`config.mk`:
```
export PLATFORM = sky130hd
export DESIGN_NAME = conversor_varredura_bcd
export DESIGN_NICKNAME = d
export VERILOG_FILES = /design/src/rtl/conversor_pkg.sv /design/src/rtl/nucleo_double_dabble.sv /design/src/rtl/conversor_varredura_bcd.sv
export SDC_FILE = /design/constraint.sdc
export NUM_CORES = 1
export LEC_CHECK = 0
export ABC_AREA = 0
export CAP_MARGIN = 5
export CORE_UTILIZATION = 55
export CTS_CLUSTER_DIAMETER = 200
export DETAILED_ROUTE_END_ITERATION = 10
export PLACE_DENSITY = 0.85
export SLEW_MARGIN = 20
export SYNTH_ARGS = -nofsm -noshare
export SYNTH_HDL_FRONTEND = slang
export SYNTH_SLANG_ARGS = --single-unit
```
`constraint.sdc`:
```
create_clock -name clk -period 1.8 [get_ports clk]
set_input_delay 0.36 -clock clk [delete_from_list [all_inputs] [get_ports clk]]
set_output_delay 0.36 -clock clk [all_outputs]
set_load 0.02 [all_outputs]
```
`src/rtl/conversor_pkg.sv`:
```
// Shared definitions for the BCD scan converter: FSM states, digit limit and
// the elaboration-time digit-count helper.
package conversor_pkg;

    typedef enum logic {
        OCIOSO,
        CONVERTE
    } estado_t;

    localparam int BCD_MAX_DIGITO = 9;

    // Number of decimal digits needed to show 2^largura-1.
    function automatic int ndig_minimo(input int largura);
        longint unsigned maximo;
        longint unsigned limite;
        int n;
        maximo = (64'd1 << largura) - 64'd1;
        n      = 1;
        limite = 10;
        while (limite <= maximo) begin
            n++;
            limite = limite * 10;
        end
        return n;
    endfunction

endpackage

```
`src/rtl/nucleo_double_dabble.sv`:
```
// Iterative shift-add-3 binary to BCD converter, one input bit per clock.
// The result register only changes on the final iteration.
module nucleo_double_dabble
    import conversor_pkg::*;
#(
    parameter int LARGURA = 8,
    parameter int NDIG    = 3
) (
    input  logic                 clk,
    input  logic                 rst_n,
    input  logic                 start,
    input  logic [LARGURA-1:0]   valor,
    output logic                 busy,
    output logic                 done,
    output logic [4*NDIG-1:0]    bcd
);
    // state    | meaning
    // OCIOSO   | waiting for start, result held
    // CONVERTE | shifting one bit per cycle, LARGURA cycles

    localparam int CW = $clog2(LARGURA + 1);

    estado_t             estado, estado_prox;
    logic [LARGURA-1:0]  desloc, desloc_prox;
    logic [4*NDIG-1:0]   acc, acc_ajust, acc_prox;
    logic [CW-1:0]       iter;
    logic                ultima;

    always_comb begin
        acc_ajust = acc;
        for (int i = 0; i < NDIG; i++) begin
            if (acc[4*i +: 4] > 4'(BCD_MAX_DIGITO / 2))
                acc_ajust[4*i +: 4] = acc[4*i +: 4] + 4'd3;
        end
        {acc_prox, desloc_prox} = {acc_ajust, desloc} << 1;
    end

    assign ultima = (iter == CW'(LARGURA - 1));
    assign busy   = (estado == CONVERTE);

    always_comb begin
        estado_prox = estado;
        case (estado)
            OCIOSO:   if (start)  estado_prox = CONVERTE;
            CONVERTE: if (ultima) estado_prox = OCIOSO;
            default:              estado_prox = OCIOSO;
        endcase
    end

    always_ff @(posedge clk) begin
        if (!rst_n) begin
            estado <= OCIOSO;
            desloc <= '0;
            acc    <= '0;
            iter   <= '0;
            bcd    <= '0;
            done   <= 1'b0;
        end else begin
            estado <= estado_prox;
            done   <= 1'b0;
            case (estado)
                OCIOSO: begin
                    if (start) begin
                        desloc <= valor;
                        acc    <= '0;
                        iter   <= '0;
                    end
                end
                CONVERTE: begin
                    acc    <= acc_prox;
                    desloc <= desloc_prox;
                    iter   <= iter + 1'b1;
                    if (ultima) begin
                        bcd  <= acc_prox;
                        done <= 1'b1;
                    end
                end
                default: ;
            endcase
        end
    end

endmodule

```
`src/rtl/conversor_varredura_bcd.sv`:
```
// Binary to BCD converter feeding a shared 7-segment decoder, with a free-running
// digit scan; anodo lags codigoBCD by one cycle to match the registered decoder.
module conversor_varredura_bcd
    import conversor_pkg::*;
#(
    parameter int LARGURA       = 8,
    parameter int NDIG          = 3,
    parameter int DIV_VARREDURA = 50000
) (
    input  logic                 clk,
    input  logic                 rst_n,
    input  logic [LARGURA-1:0]   valor,
    input  logic                 carregar,
    output logic                 ocupado,
    output logic                 pronto,
    output logic [3:0]           codigoBCD,
    output logic [NDIG-1:0]      anodo,
    output logic [4*NDIG-1:0]    digitos
);
    localparam int PW = $clog2(DIV_VARREDURA);
    localparam int IW = (NDIG > 1) ? $clog2(NDIG) : 1;
    localparam logic [PW-1:0] PMAX = PW'(DIV_VARREDURA - 1);
    localparam logic [IW-1:0] IMAX = IW'(NDIG - 1);

    if (NDIG < ndig_minimo(LARGURA)) begin : g_ndig_invalido
        $error("NDIG too small to represent 2^LARGURA-1");
    end
    if (DIV_VARREDURA < 2) begin : g_div_invalido
        $error("DIV_VARREDURA must be at least 2");
    end

    nucleo_double_dabble #(
        .LARGURA (LARGURA),
        .NDIG    (NDIG)
    ) u_nucleo (
        .clk   (clk),
        .rst_n (rst_n),
        .start (carregar),
        .valor (valor),
        .busy  (ocupado),
        .done  (pronto),
        .bcd   (digitos)
    );

    logic [PW-1:0]   presc;
    logic [IW-1:0]   idx;
    logic [NDIG-1:0] sel;

    // idx names the digit loaded at the next wrap, so the first wrap shows digit 0.
    always_ff @(posedge clk) begin
        if (!rst_n) begin
            presc     <= '0;
            idx       <= '0;
            codigoBCD <= '0;
            sel       <= '1;
            anodo     <= '1;
        end else begin
            anodo <= sel;
            if (presc == PMAX) begin
                presc     <= '0;
                codigoBCD <= digitos[4*idx +: 4];
                sel       <= ~(NDIG'(1) << idx);
                idx       <= (idx == IMAX) ? '0 : idx + 1'b1;
            end else begin
                presc <= presc + 1'b1;
            end
        end
    end

endmodule
```
* Word-level counts from Yosys, hierarchy flattened
Cells that the tools add are included.
Storage, ports and cells: output and inout port bits 21, memories kept 0, ROM bits 0, bits in latches 0, register bits 66, RAM bits 0, word-level logic and storage cells 46
Operators by class: bitwise operators 3, add/subtract/negate cells 6, multiplexer cells 14, div/mod/pow operators 0, multipliers 0, equality and inequality tests 4, reduce and logical (&&, ||, !) cells 3, shift-type cells 2, magnitude comparators 3
Operators by type and width (count):
- 12-bit case mux with 2 select lines | 1
- 16-bit by 1-bit adder with 16-bit output (second input constant) | 1
- 16-bit equality test (second input constant) | 1
- 8-bit case mux with 2 select lines | 1
- 4-bit by 3-bit > comparator with 1-bit output (second input constant) | 3
- 12-bit 2-to-1 mux | 1
- 4-bit 2-to-1 mux | 3
- 12-bit by 5-bit variable part select with 4-bit output | 1
- 4-bit by 2-bit adder with 4-bit output (second input constant) | 2
- 8-bit 2-to-1 mux | 1
- 4-bit case mux with 2 select lines | 1
- 4-bit by 1-bit adder with 4-bit output (second input constant) | 1
- 4-bit by 3-bit equality test with 1-bit output (second input constant) | 1
- 2-bit AND reduction | 2
- 3-bit by 2-bit adder with 3-bit output (second input constant) | 1
- 1-bit 2-to-1 mux | 3
- 3-bit 2-to-1 mux | 1
- 3-bit NOT | 1
- 1-bit by 2-bit left shift with 3-bit output (first input constant) | 1
- 2-bit by 1-bit adder with 2-bit output (second input constant) | 1
- 2-bit equality test (second input constant) | 1
- 2-bit 2-to-1 mux | 1
- 2-bit != test (second input constant) | 1
- 1-bit NOT | 2
- 2 further kinds | 2

* Logic depth before layout (Yosys ltp)
Gate-level depths: netlist of the first run.
word-level depth 3, gate-level depth with buffers 6

* Cells and area by module
Synthesis of the first run repeated with hierarchy kept, for this count alone.
Unflattened totals: cell total of the unflattened synthesis 317, area total of the unflattened synthesis 2906.5 µm²
Modules (own cells, without submodules):
- nucleo_double_dabble | area each 1676.6 µm², instances 1, seq. area each 760.7 µm², cells an instance 182
- conversor_varredura_bcd | area each 1229.9 µm², instances 1, seq. area each 560.5 µm², cells an instance 135

* Least setup slack after synthesis of the first run
Ideal clock, no wire load.
path kind reg2reg, start point reg presc[0], end point reg idx[1], arrival time 1.429 ns, data required time 1.730 ns, cell stages (with the launch flop) 7, clock period less this slack 1.499 ns, path slack 0.301 ns, path buffers 1, cell sequence dfxtp_1 > ha_1 > and3_1 > nand4_4 > buf_6 > or2_0 > a21boi_1
On the way: cells in the longest elaborated chain, start to end 1
RTL lines:
- start, declared | line conversor_varredura_bcd.sv:45 | logic [PW-1:0] presc;
- start signal, assigned | line conversor_varredura_bcd.sv:65 | presc <= presc + 1'b1;
- 16-bit equality test | line conversor_varredura_bcd.sv:59 | if (presc == PMAX) begin
- end signal, assigned | line conversor_varredura_bcd.sv:63 | idx <= (idx == IMAX) ? '0 : idx + 1'b1;
- end, declared | line conversor_varredura_bcd.sv:46 | logic [IW-1:0] idx;
Every way passes these cells. A chain may end at the register's enable or synchronous reset.

* Final worst setup path of the first run
start point reg u_nucleo.bcd[0], end point out digitos[0]
RTL lines:
- start, declared | line nucleo_double_dabble.sv:15 | output logic [4*NDIG-1:0] bcd
- start signal, assigned | line nucleo_double_dabble.sv:74 | bcd <= acc_prox;
- end, declared | line conversor_varredura_bcd.sv:18 | output logic [4*NDIG-1:0] digitos
No word-level cell between the ends.

==> results.rst, run 1 <==
.. list-table::
   :header-rows: 1

   * - Metric
     - Value
   * - Hold WC Path Type
     - reg2reg
   * - Startpoint type of the worst setup path
     - flop
   * - Starting DRC count in detailed routing
     - 95
   * - Endpoint of the worst-slack reg-to-reg timing path
     - idx[0]$_SDFFE_PN0N_
   * - Setup slack of the most critical reg-to-reg path
     - ~0.17 ns
   * - EDFF count, synth
     - 0
   * - Min Tclk post-route
     - 1.72 ns
   * - Startpoint of the worst-slack reg-to-reg timing path
     - presc[0]$_SDFF_PP0_
   * - Req. time, crit path
     - between 1 and 1.5 ns
   * - Normalized max-slew margin
     - a little under three quarters
   * - Max Transition Viols Final
     - 0
   * - Layout net count
     - roughly 400
   * - # rows
     - 26
   * - Post-Syn Nets
     - 360
   * - I/O pin total
     - 32
   * - Hold Crit Depth
     - 1
   * - Largest net degree at the start of global routing
     - 40
   * - Library cell occupying the most area in the post-synthesis netlist
     - sky130_fd_sc_hd__dfxtp_1
   * - Ant diodes
     - 0
   * - Sink of the worst hold path
     - anodo[1]$_SDFF_PN1_
   * - Post-Synthesis Mean Instance Area
     - around 9.0 sq um
   * - Total congestion overflow
     - 0
   * - Final WL
     - 6130 um
   * - Horizontal extent of the die
     - 76.7 um
   * - Library cell contributing the largest single delay on the critical path
     - sky130_fd_sc_hd__clkdlybuf4s50_1
   * - Setup-violating endpoint count in the final report
     - 0
   * - Vias in the first global route
     - approximately 2,400
   * - Syn. warnings
     - 0
   * - Skew-Pair Late Insertion Delay
     - roughly 0.34 ns
   * - Height of the die
     - ~77 um
   * - Avg WL per Cell
     - approximately 14 um
   * - Num Clock Sinks
     - 66
   * - Leakage
     - between 1 and 1.5 nW
   * - Iteration count of the initial detailed-routing pass
     - 4
   * - Die Area
     - 0.00588 sq mm
   * - Highest net fanout along the worst path
     - 3
   * - Synthesized netlist cell count
     - around 340
   * - Reported max-cap violation count
     - 0
   * - Worst endpoint data arrival time
     - 1.36 ns
   * - Most frequently used flop master after synthesis
     - sky130_fd_sc_hd__dfxtp_1
   * - Category of the critical setup timing path
     - reg2out
   * - Detail-routed via count per cell
     - roughly 5.5
   * - Max Clk Rate
     - 0.581 GHz
   * - PnR Total Power
     - approximately 0.0028 W
   * - Buffers on Ports
     - 31
   * - H-tree depth reported by CTS
     - 3
   * - Final HPWL from detailed placement
     - 4260 um
   * - Hold path start
     - sel[1]$_SDFFE_PN1N_
   * - TritonCTS clock tree
     - yes
   * - Element type at the critical path end
     - primary output
   * - Setup TNS
     - 0 ns
   * - Routed via count
     - ~2,500
   * - Synthesis-stage register bit count
     - 66
   * - Area contributors post-synth
     - sky130_fd_sc_hd__dfxtp_1 43%, sky130_fd_sc_hd__mux2i_1 6.2%, sky130_fd_sc_hd__nor2b_1 4.7%, sky130_fd_sc_hd__o21ai_0 3.4%, sky130_fd_sc_hd__xnor2_1 3.4%
   * - RSZ-0062 raised after global routing
     - no
   * - Number of buffers created by CTS
     - 9
   * - Largest stage delay on the critical path
     - roughly 0.63 ns
   * - Ratio of final minimum period to clock period
     - between 90% and 100%
   * - Final hold viol count
     - 0
   * - Most used standard cell by instance count after synthesis
     - sky130_fd_sc_hd__dfxtp_1
   * - Seq/Total Area, Yosys
     - a little over two fifths
   * - Pwr per Cell Area
     - 768 mW/mm^2
   * - Cell at the root of the clock tree
     - sky130_fd_sc_hd__clkbuf_8
   * - Initial cell density of the core
     - ~59%
   * - Maximum VDD drop
     - about 0.54 mV
   * - Clock Pin Slew Worst Setup and Hold Paths
     - 0.07 ns
   * - Number of antenna violations at the first check in global routing
     - 0
   * - Total Routing Usage GR
     - 22.9%
   * - Fraction of final layout cells sized beyond drive strength 1
     - 8.44%
   * - Combined area of all synthesized cells
     - between 0.003 and 0.004 sq mm
   * - Number of distinct library cells after synthesis
     - 43
   * - Number of setup buffers added after CTS
     - 0
   * - Deepest clock path buffer count
     - 2
   * - ANT nets after route
     - 0
   * - # DRC
     - 0
   * - Setup clock skew after layout
     - ~0.0066 ns
   * - Final Wtd Congestion
     - between 0.8 and 0.9
   * - Result of the run
     - finished clean
   * - CORE AREA
     - approximately 0.0052 sq mm
   * - CP cell instances
     - clkdlybuf4s50_1
   * - Worst Reg-to-Reg Cells
     - 5
   * - Fraction of registers with async set or reset after synthesis
     - 0%
   * - Cell types with the highest counts after synthesis
     - 66 x sky130_fd_sc_hd__dfxtp_1, 24 x sky130_fd_sc_hd__nand2_1, 23 x sky130_fd_sc_hd__nor2_1, 23 x sky130_fd_sc_hd__nor2b_1, 21 x sky130_fd_sc_hd__o21ai_0
   * - Cell class contributing the biggest share of worst-path delay
     - buffers and inverters
   * - Number of fillers in the final layout
     - between 400 and 500
   * - First-pass GRT wire length
     - 10,800 um
   * - Buffers plus inverters on the worst setup path
     - 1
   * - Share of Yosys cell area claimed by the top area cell type
     - about 43%
   * - Hold buffers post-CTS
     - 0
   * - Actual slew at the worst max-slew pin
     - ~0.42 ns
   * - Area growth syn-to-layout
     - 20.0%
[report_power, final]
group,switching (W),internal [W]
sequential,0.0000233,0.00149
clock,0.000522,0.000617
combinational,0.0000867,0.0000924
[routing by layer]
metal	part of all wire, %	vias to the layer above	global-route usage, %	routed length (um)
met5	0	-	0	0
met4	1.5	0	10.2	91
met3	3.6	9	6.67	219
met2	49	50	36.6	3010
met1	46	1145	28.6	2820
li1	-	1252	-	-
[area by class of cell]
type,instances,area (sq um),share of cell area (%)
inverters,10,37.5,1.02
multi-input cells,246,1620,44.1
clock inverters,4,45.0,1.22
repair buffers,43,438,11.9
well taps,70,87.6,2.38
clock buffers,10,128,3.47
flip-flops and latches,66,1320,35.9
[flip-flops by register name (all words and copies together), names as in the netlist]
name             cells
codigoBCD            4
u_nucleo.bcd        12
u_nucleo.desloc      8
sel                  3
anodo                3
idx                  2
u_nucleo.acc        12
u_nucleo.iter        4
presc               16
u_nucleo.done        1
u_nucleo.busy        1
[layout by cell type (no fill, tap or decap), types with 2 or more instances in the layout]
cell type	n
sky130_fd_sc_hd__a31oi_1	6
sky130_fd_sc_hd__nand2b_1	4
sky130_fd_sc_hd__dfxtp_1	66
sky130_fd_sc_hd__nor3_1	11
sky130_fd_sc_hd__nand4_1	5
sky130_fd_sc_hd__clkbuf_8	9
sky130_fd_sc_hd__nand3_1	11
sky130_fd_sc_hd__a21boi_0	9
sky130_fd_sc_hd__ha_1	8
sky130_fd_sc_hd__o21a_1	2
sky130_fd_sc_hd__nor3b_1	10
sky130_fd_sc_hd__xor2_1	4
sky130_fd_sc_hd__and2_1	8
sky130_fd_sc_hd__or3_1	7
sky130_fd_sc_hd__and3_1	3
sky130_fd_sc_hd__nor2_1	23
sky130_fd_sc_hd__o2bb2ai_1	4
sky130_fd_sc_hd__clkdlybuf4s50_1	31
sky130_fd_sc_hd__and4bb_2	2
sky130_fd_sc_hd__nor4_1	4
sky130_fd_sc_hd__buf_12	3
sky130_fd_sc_hd__xnor2_1	12
sky130_fd_sc_hd__mux2i_1	19
sky130_fd_sc_hd__clkinv_2	3
sky130_fd_sc_hd__nand2_1	24
sky130_fd_sc_hd__nor2b_1	23
sky130_fd_sc_hd__o21ai_0	21
sky130_fd_sc_hd__o21bai_1	2
sky130_fd_sc_hd__buf_4	9
sky130_fd_sc_hd__inv_1	10
sky130_fd_sc_hd__a21oi_1	10
[kinds of logic (layout without fill, tap and decap cells)]
group,count (synthesis),after routing,share of synthesized area (%)
simple gates,142,142,26.4
mux,20,20,6.57
fa+ha+maj,8,8,3.26
flops,66,66,43.1
buf+inv,29,67,4.00
compound gates,60,60,12.1
xor+xnor,16,16,4.57
[stage by stage]
stage               worst slack, ns  hold slack (ns)  util, %  cells  cell area, sq um
detailed placement            0.101            0.432     67.0    435              3510
floorplan                     0.301            0.411        -    341              3070
CTS                          0.0740            0.446     70.3    449              3680
global route                 0.0195            0.476     70.3    449              3680
global placement              0.126            0.422     67.0    435              3510
finish                       0.0794            0.445     70.3    449              3680
[timing repair]
| action | 4_1_cts | 5_1_grt |
|---|---|---|
| gates resized for setup | 0 | 1 |
| hold endpoints to repair | 0 | 0 |
| setup endpoints to repair | 0 | 3 |
[worst max path at each step]
stage | slack [ns] | cells after the start | start | to
CTS | 0.07 | 1 | u_nucleo.bcd[0]$_SDFFE_PN0P_ | digitos[0]
finish | 0.08 | 1 | u_nucleo.bcd[0]$_SDFFE_PN0P_ | digitos[0]
global route | 0.02 | 5 | presc[0]$_SDFF_PP0_ | idx[0]$_SDFFE_PN0N_
floorplan | 0.30 | 6 | presc[0]$_SDFF_PP0_ | idx[1]$_SDFFE_PN0N_
global placement | 0.13 | 5 | carregar | u_nucleo.desloc[2]$_SDFFE_PN0P_
detailed placement | 0.10 | 5 | carregar | u_nucleo.desloc[2]$_SDFFE_PN0P_
No activity file was read; power rests on OpenSTA's default activity.
==> inputs of run 2 (changes only) <==
--- a/config.mk
+++ b/config.mk
@@ -7,11 +7,13 @@
 export LEC_CHECK = 0
 export ABC_AREA = 0
 export CAP_MARGIN = 5
-export CORE_UTILIZATION = 55
+export CORE_UTILIZATION = 26
 export CTS_CLUSTER_DIAMETER = 200
 export DETAILED_ROUTE_END_ITERATION = 10
-export PLACE_DENSITY = 0.85
+export HOLD_SLACK_MARGIN = 0.06
+export PLACE_DENSITY = 0.5
 export SLEW_MARGIN = 20
 export SYNTH_ARGS = -nofsm -noshare
 export SYNTH_HDL_FRONTEND = slang
+export SYNTH_HIERARCHICAL = 1
 export SYNTH_SLANG_ARGS = --single-unit
==> results.rst, run 2 <==
.. list-table::
   :header-rows: 1

   * - Metric
     - Value
   * - Result of the run
     - finished, violations left
   * - Violated checks
     - setup timing
   * - I/O pin total
     - 32
   * - Max Transition Viols Final
     - 0
   * - Most prevalent standard cell on the critical path
     - sky130_fd_sc_hd__or4_4
   * - Largest stage delay on the critical path
     - between 0.6 and 0.7 ns
   * - Max Clk Rate
     - around 0.53 GHz
   * - PnR Total Power
     - about 0.003 W
   * - Power share of the sequential group
     - approximately half
   * - Final WL
     - 6240 um
   * - Dominant combinational cell family by area after synthesis
     - simple AND/OR/NAND/NOR gates
   * - Hold path start
     - sel[1]$_SDFFE_PN1N_
   * - Routed via count
     - about 2,300
   * - Fraction of final layout cells sized beyond drive strength 1
     - about 17%
   * - Final Wtd Congestion
     - 0.758
   * - Horizontal extent of the die
     - between 100 and 150 um
   * - Cell at the root of the clock tree
     - sky130_fd_sc_hd__clkbuf_8
   * - Most used standard cell by instance count after synthesis
     - sky130_fd_sc_hd__dfxtp_1
   * - Clock Pin Slew Worst Setup and Hold Paths
     - approximately 0.080 ns
   * - Die Area
     - around 0.012 sq mm
   * - Maximum VDD drop
     - approximately 0.47 mV
   * - Hold WC Path Type
     - reg2reg
   * - Post-route worst hold slack
     - roughly 0.44 ns
   * - Ratio of final minimum period to clock period
     - 104%
   * - EDFF count, synth
     - 0
   * - Setup-violating endpoint count in the final report
     - 15
   * - Hold Crit Depth
     - 1
   * - Library cell occupying the most area in the post-synthesis netlist
     - sky130_fd_sc_hd__dfxtp_1
   * - Number of antenna violations at the first check in global routing
     - 0
   * - Area growth syn-to-layout
     - 30.1%
   * - Element type at the critical path end
     - flop
   * - Synthesized-area fraction occupied by adder cells
     - about 3.4%
   * - Number of distinct library cells after synthesis
     - 44
   * - Worst endpoint data arrival time
     - roughly 2.1 ns
   * - Most common cell after layout, fill and taps aside
     - sky130_fd_sc_hd__dfxtp_1
   * - Share of the synthesized netlist area taken by xor and xnor gates
     - about 5.1%
   * - # DRC
     - 0
   * - Normalized max-slew margin
     - between 60% and 70%
   * - Share of Yosys cell area claimed by the top area cell type
     - approximately 45%
   * - Initial cell density of the core
     - a little over a quarter
   * - Switching part of the total power
     - 22.4%
   * - Pwr per Cell Area
     - between 700 and 800 mW/mm^2
   * - Layout net count
     - approximately 390
   * - Synthesis-stage register bit count
     - 66
   * - Total congestion overflow
     - 0
   * - Iteration count of the initial detailed-routing pass
     - 4
   * - Number of buffers created by CTS
     - 9
   * - Largest registers ranked by flip-flop count
     - presc x16, u_nucleo/acc x12, u_nucleo/bcd x12
   * - First-pass GRT wire length
     - between 10,000 and 15,000 um
   * - Sink of the worst hold path
     - anodo[1]$_SDFF_PN1_
   * - Synthesized netlist cell count
     - about 320
   * - Reported max-cap violation count
     - 0
   * - Commonest cells after routing, fill and taps aside
     - 61 x sky130_fd_sc_hd__dfxtp_1, 30 x sky130_fd_sc_hd__nand2_1, 29 x sky130_fd_sc_hd__clkdlybuf4s50_1
   * - Post-Synth Simple-Gate Area
     - 21.7%
   * - CORE AREA
     - between 0.01 and 0.015 sq mm
   * - Height of the die
     - 108 um
   * - Switching power of the nets
     - 0.000673 W
   * - Min Tclk post-route
     - 1.88 ns
   * - Num Clock Sinks
     - 66
   * - Fraction of registers with async set or reset after synthesis
     - 0%
   * - Total Routing Usage GR
     - between 10% and 20%
   * - Leakage
     - 1.39 nW
   * - Number of setup buffers added after CTS
     - 0
   * - Avg WL per Cell
     - ~12 um
   * - Buffers on Ports
     - 31
   * - Highest net fanout along the worst path
     - 6
   * - Most frequently used flop master after synthesis
     - sky130_fd_sc_hd__dfxtp_1
   * - Hold buffers post-CTS
     - 0
   * - Setup slack of the most critical reg-to-reg path
     - -0.08 ns
   * - RSZ-0062 raised after global routing
     - yes
   * - Library cell contributing the largest single delay on the critical path
     - sky130_fd_sc_hd__or4_4
   * - Combined area of all synthesized cells
     - a little under 0.003 sq mm
   * - H-tree depth reported by CTS
     - 3
   * - Startpoint type of the worst setup path
     - flop
   * - Deepest clock path buffer count
     - 2
   * - Largest net degree at the start of global routing
     - 19
   * - Gate power share
     - around 5.2%
   * - Post-Syn Nets
     - 336
   * - ANT nets after route
     - 0
   * - Area contributors post-synth
     - sky130_fd_sc_hd__dfxtp_1 45%, sky130_fd_sc_hd__o21ai_0 4.8%, sky130_fd_sc_hd__nand2_1 4.5%, sky130_fd_sc_hd__mux2i_1 4.5%, sky130_fd_sc_hd__xnor2_1 4.2%
   * - Compound-cell area share of the yosys netlist
     - about 14%
   * - Buffers plus inverters on the worst setup path
     - 0
   * - Skew-Pair Late Insertion Delay
     - about 0.35 ns
   * - Startpoint of the worst-slack reg-to-reg timing path
     - presc[11]$_SDFF_PP0_
   * - Ant diodes
     - 0
   * - Detail-routed via count per cell
     - between 4 and 5
   * - Endpoint of the worst-slack reg-to-reg timing path
     - idx[0]$_SDFFE_PN0N_
   * - Actual slew at the worst max-slew pin
     - between 0.4 and 0.5 ns
   * - Req. time, crit path
     - about 2.1 ns
   * - Starting DRC count in detailed routing
     - 77
   * - # rows
     - 38
   * - Worst Reg-to-Reg Cells
     - 4
   * - Cell class contributing the biggest share of worst-path delay
     - simple AND/OR/NAND/NOR gates
   * - Setup ws final
     - -0.0801 ns
   * - Seq/Total Area, Yosys
     - between 40% and 50%
   * - Internal power contribution
     - between 0.002 and 0.0025 W
   * - Fraction of synthesized area in multiplexers
     - around 5.6%
   * - Flip-flop count of the largest register, all copies and words added
     - 16
   * - Vias in the first global route
     - 2,206
   * - Final HPWL from detailed placement
     - approximately 4600 um
   * - Category of the critical setup timing path
     - reg2reg
   * - Post-route insts no fill
     - 518
   * - Syn. warnings
     - 6
   * - Setup clock skew after layout
     - between 0.01 and 0.015 ns
   * - Clock network power share
     - a little under half
   * - Final hold viol count
     - 0
   * - Largest register by flop count
     - presc
   * - Placed instance count
     - approximately 500
   * - CP cell instances
     - or4_4 -> or4_4 -> and2_4 -> o21a_1
   * - Post-Synthesis Mean Instance Area
     - ~9 sq um
   * - Cell types with the highest counts after synthesis
     - 66 x sky130_fd_sc_hd__dfxtp_1, 35 x sky130_fd_sc_hd__nand2_1, 28 x sky130_fd_sc_hd__o21ai_0
   * - TritonCTS clock tree
     - yes
==> run 2: cell types whose count changed after synthesis, sizes merged, moves of 5 or more <==
cell / delta
o21ai: +7
nor2b: -14
or3: -7
nor3b: -5
a22o: +12
mux2i: -6
clkbuf: -8
a31oi: -6
nand2: +12
==> run 2: repair_timing <==
action / in CTS / in global routing
pin swaps: 3 / 6
setup endpoints to repair: 22 / 26
resized for setup: 1 / 15
==> run 2: how the worst max path moves through the flow <==
stage                                    start                   to  slack, ns  cells past startpoint
after floorplan           presc[10]$_SDFF_PP0_  idx[0]$_SDFFE_PN0N_      -0.13                      5
after global placement    presc[10]$_SDFF_PP0_  idx[0]$_SDFFE_PN0N_      -0.07                      4
after detailed placement  presc[10]$_SDFF_PP0_  idx[0]$_SDFFE_PN0N_      -0.09                      4
after CTS                  presc[4]$_SDFF_PP0_  idx[0]$_SDFFE_PN0N_      -0.07                      4
after global routing      presc[11]$_SDFF_PP0_  idx[0]$_SDFFE_PN0N_      -0.13                      4
final                     presc[11]$_SDFF_PP0_  idx[0]$_SDFFE_PN0N_      -0.08                      4
==> run 2: cells by family (layout without fill, tap and decap cells) <==
family          count (synthesis)  count (layout)
buf+inv                        25              86
mux                            16              16
simple gates                  119             119
fa+ha+maj                       8               8
flops                          66              66
compound gates                 66              66
xor+xnor                       17              17
==> run 2: per-layer routing <==
layer	routed length [um]	up-vias	part of all wire [%]	global-route usage (%)
met5	0	-	0	0
met4	69	0	1.1	4.40
met3	250	7	4.0	4.24
met2	2930	35	47	19.0
met1	2990	1047	48	14.6
li1	-	1205	-	-
==> run 2: power groups by stage <==
stage | clock (W) | combinational [W] | sequential (W)
floorplan | 0 | 0.0000892 | 0.00153
global placement | 0 | 0.000157 | 0.00153
detailed placement | 0 | 0.000159 | 0.00153
CTS | 0.00141 | 0.000159 | 0.00150
global route | 0.00149 | 0.000175 | 0.00150
finish | 0.00136 | 0.000157 | 0.00150
==> run 2: area by class of cell <==
cell class                 instances  area [sq um]
inverter                          13          48.8
multi-input combinational        226          1490
timing repair buffer              57           527
tap                              140           175
sequential                        66          1330
clock buffer                       9           124
fill                            1136          7110
clock inverter                     7          93.8
==> run 2: stage by stage <==
step / setup TNS (ns) / setup WS, ns / cell area [sq um] / util [%]
after floorplan: -0.923 / -0.130 / 2920 / -
after global placement: -0.373 / -0.0719 / 3530 / 32.5
after detailed placement: -0.704 / -0.0881 / 3530 / 32.5
after CTS: -0.411 / -0.0676 / 3750 / 34.5
after global routing: -1.65 / -0.129 / 3780 / 34.7
final: -0.253 / -0.0801 / 3780 / 34.7
==> inputs of run 3 (changes only) <==
--- a/config.mk
+++ b/config.mk
@@ -10,8 +10,9 @@
 export CORE_UTILIZATION = 26
 export CTS_CLUSTER_DIAMETER = 200
 export DETAILED_ROUTE_END_ITERATION = 10
+export DONT_BUFFER_PORTS = 1
 export HOLD_SLACK_MARGIN = 0.06
-export PLACE_DENSITY = 0.5
+export PLACE_DENSITY = 0.46
 export SLEW_MARGIN = 20
 export SYNTH_ARGS = -nofsm -noshare
 export SYNTH_HDL_FRONTEND = slang
==> results.rst, run 3 (same netlist as run 2, synthesis figures left out) <==
.. list-table::
   :header-rows: 1

   * - Metric
     - Value
   * - Total congestion overflow
     - 0
   * - Category of the critical setup timing path
     - reg2reg
   * - H-tree depth reported by CTS
     - 3
   * - CORE AREA
     - ~0.011 sq mm
   * - Worst Reg-to-Reg Cells
     - 4
   * - Avg WL per Cell
     - about 13 um
   * - Post-route insts no fill
     - ~480
   * - Req. time, crit path
     - 2.04 ns
   * - Max Clk Rate
     - 0.525 GHz
   * - Violated checks
     - setup timing
   * - ANT nets after route
     - 0
   * - Element type at the critical path end
     - flop
   * - Skew-Pair Late Insertion Delay
     - ~0.34 ns
   * - Horizontal extent of the die
     - 108 um
   * - Starting DRC count in detailed routing
     - between 100 and 150
   * - Setup slack of the most critical reg-to-reg path
     - -0.11 ns
   * - Largest net degree at the start of global routing
     - 35
   * - First-pass GRT wire length
     - about 10,000 um
   * - Area growth syn-to-layout
     - 17.0%
   * - Total Routing Usage GR
     - a little under an eighth
   * - # rows
     - 38
   * - Sink of the worst hold path
     - anodo[0]$_SDFF_PN1_
   * - Hold buffers post-CTS
     - 0
   * - Commonest cells after routing, fill and taps aside
     - 61 x sky130_fd_sc_hd__dfxtp_1, 35 x sky130_fd_sc_hd__nand2_1, 28 x sky130_fd_sc_hd__o21ai_0
   * - Die Area
     - ~0.012 sq mm
   * - Hold Crit Depth
     - 1
   * - Actual slew at the worst max-slew pin
     - 0.453 ns
   * - Hold WC Path Type
     - in2reg
   * - Largest register by flop count
     - presc
   * - Startpoint of the worst-slack reg-to-reg timing path
     - presc[11]$_SDFF_PP0_
   * - Maximum VDD drop
     - 0.489 mV
   * - Max Transition Viols Final
     - 0
   * - Hold path start
     - rst_n
   * - Launching instance or port of the critical path
     - presc[11]$_SDFF_PP0_
   * - Final HPWL from detailed placement
     - approximately 4400 um
   * - Iteration count of the initial detailed-routing pass
     - 4
   * - TritonCTS clock tree
     - yes
   * - Setup-violating endpoint count in the final report
     - 23
   * - Worst endpoint data arrival time
     - around 2.1 ns
   * - I/O pin total
     - 32
   * - Highest net fanout along the worst path
     - 7
   * - Flip-flop count of the largest register, all copies and words added
     - 16
   * - Normalized max-slew margin
     - a little over two thirds
   * - Detail-routed via count per cell
     - 4.55
   * - Final Wtd Congestion
     - a little under 0.8
   * - Layout net count
     - roughly 360
   * - # DRC
     - 0
   * - Leakage
     - ~1.2 nW
   * - Initial cell density of the core
     - about a quarter
   * - Vias in the first global route
     - between 2,000 and 2,500
   * - Fraction of final layout cells sized beyond drive strength 1
     - between 10% and 20%
   * - Cell at the root of the clock tree
     - sky130_fd_sc_hd__clkbuf_8
   * - Pwr per Cell Area
     - 872 mW/mm^2
   * - Height of the die
     - 108 um
   * - Largest registers ranked by flip-flop count
     - presc x16, u_nucleo/acc x12, u_nucleo/bcd x12
   * - Min Tclk post-route
     - roughly 1.9 ns
   * - Deepest clock path buffer count
     - 2
   * - Startpoint type of the worst setup path
     - flop
   * - Final hold viol count
     - 0
   * - RSZ-0062 raised after global routing
     - yes
   * - Setup clock skew after layout
     - around 0.0085 ns
   * - Number of buffers created by CTS
     - 9
   * - Buffers on Ports
     - 0
   * - Placed instance count
     - around 470
   * - Final Core Density
     - between 30% and 40%
   * - Setup ws final
     - -0.106 ns
   * - Clock Pin Slew Worst Setup and Hold Paths
     - roughly 0.070 ns
   * - Ant diodes
     - 0
   * - Reported max-cap violation count
     - 0
   * - Num Clock Sinks
     - 66
   * - Final WL
     - 6250 um
   * - Number of antenna violations at the first check in global routing
     - 0
   * - Result of the run
     - finished, violations left
   * - Most common cell after layout, fill and taps aside
     - sky130_fd_sc_hd__dfxtp_1
   * - Routed via count
     - between 2,000 and 2,500
   * - Setup TNS
     - -0.797 ns
   * - Endpoint of the worst-slack reg-to-reg timing path
     - idx[0]$_SDFFE_PN0N_
   * - Ratio of final minimum period to clock period
     - 106%
run 3: changes by cell type in the layout (fill, tap and decap cells not counted), sizes merged:
| cell | delta |
|---|---|
| dlymetal6s2s | -2 |
| clkbuf | +5 |
| clkdlybuf4s50 | -29 |
| buf | -3 |
| clkinvlp | -2 |
| clkinv | -3 |
run 3: layer usage:
metal | vias up | GRT usage [%] | routed length, um
met2 | 31 | 18.4 | 2880
met1 | 1024 | 14.6 | 3060
met3 | 7 | 4.36 | 225
met4 | 0 | 4.70 | 78
li1 | 1142 | - | -
met5 | - | 0 | 0
run 3: final cells by class:
| class | count | area (sq um) |
|---|---|---|
| clock buffers | 14 | 153 |
| clock inverters | 2 | 60.1 |
| fillers | 1155 | 7490 |
| inverters | 13 | 48.8 |
| multi-input cells | 226 | 1470 |
| flip-flops and latches | 66 | 1330 |
| well taps | 140 | 175 |
| repair buffers | 23 | 173 |
run 3: worst max path at each step:
stage | depth (start not counted) | slack [ns] | to
final | 4 | -0.11 | idx[0]$_SDFFE_PN0N_
after global routing | 4 | -0.18 | idx[0]$_SDFFE_PN0N_
after CTS | 4 | -0.09 | idx[0]$_SDFFE_PN0N_
after detailed placement | 4 | -0.1 | idx[0]$_SDFFE_PN0N_
after global placement | 4 | -0.1 | idx[0]$_SDFFE_PN0N_
after floorplan | 5 | -0.13 | idx[0]$_SDFFE_PN0N_
run 3: power by group:
| group | switching, W | internal [W] | total, W |
|---|---|---|---|
| Sequential | 0.0000158 | 0.00148 | 0.00150 |
| Combinational | 0.0000546 | 0.0000491 | 0.000104 |
| Clock | 0.000544 | 0.000821 | 0.00137 |
run 3: critical path, cell delays in order (launching register included):
cell                      delay (ns)
sky130_fd_sc_hd__dfxtp_2        0.32
sky130_fd_sc_hd__or4_4          0.53
sky130_fd_sc_hd__or4_4          0.62
sky130_fd_sc_hd__and2_4         0.19
sky130_fd_sc_hd__o21a_1         0.15
run 3: through the flow:
stage	worst slack [ns]	hold WS (ns)	total power, W	instance area, sq um
after floorplan	-0.130	0.412	0.00162	2920
after global placement	-0.0963	0.425	0.00163	3180
after detailed placement	-0.0987	0.431	0.00163	3180
after CTS	-0.0872	0.0668	0.00303	3400
after global routing	-0.175	0.0623	0.00309	3400
final	-0.106	0.0918	0.00297	3400
run 3: repair_timing:
| item | CTS | global route |
|---|---|---|
| buffers inserted | 1 | 0 |
| pin swaps | 3 | 1 |
| hold endpoints to repair | 0 | 0 |
| endpoints found under the setup margin | 23 | 24 |
| resized for setup | 1 | 0 |
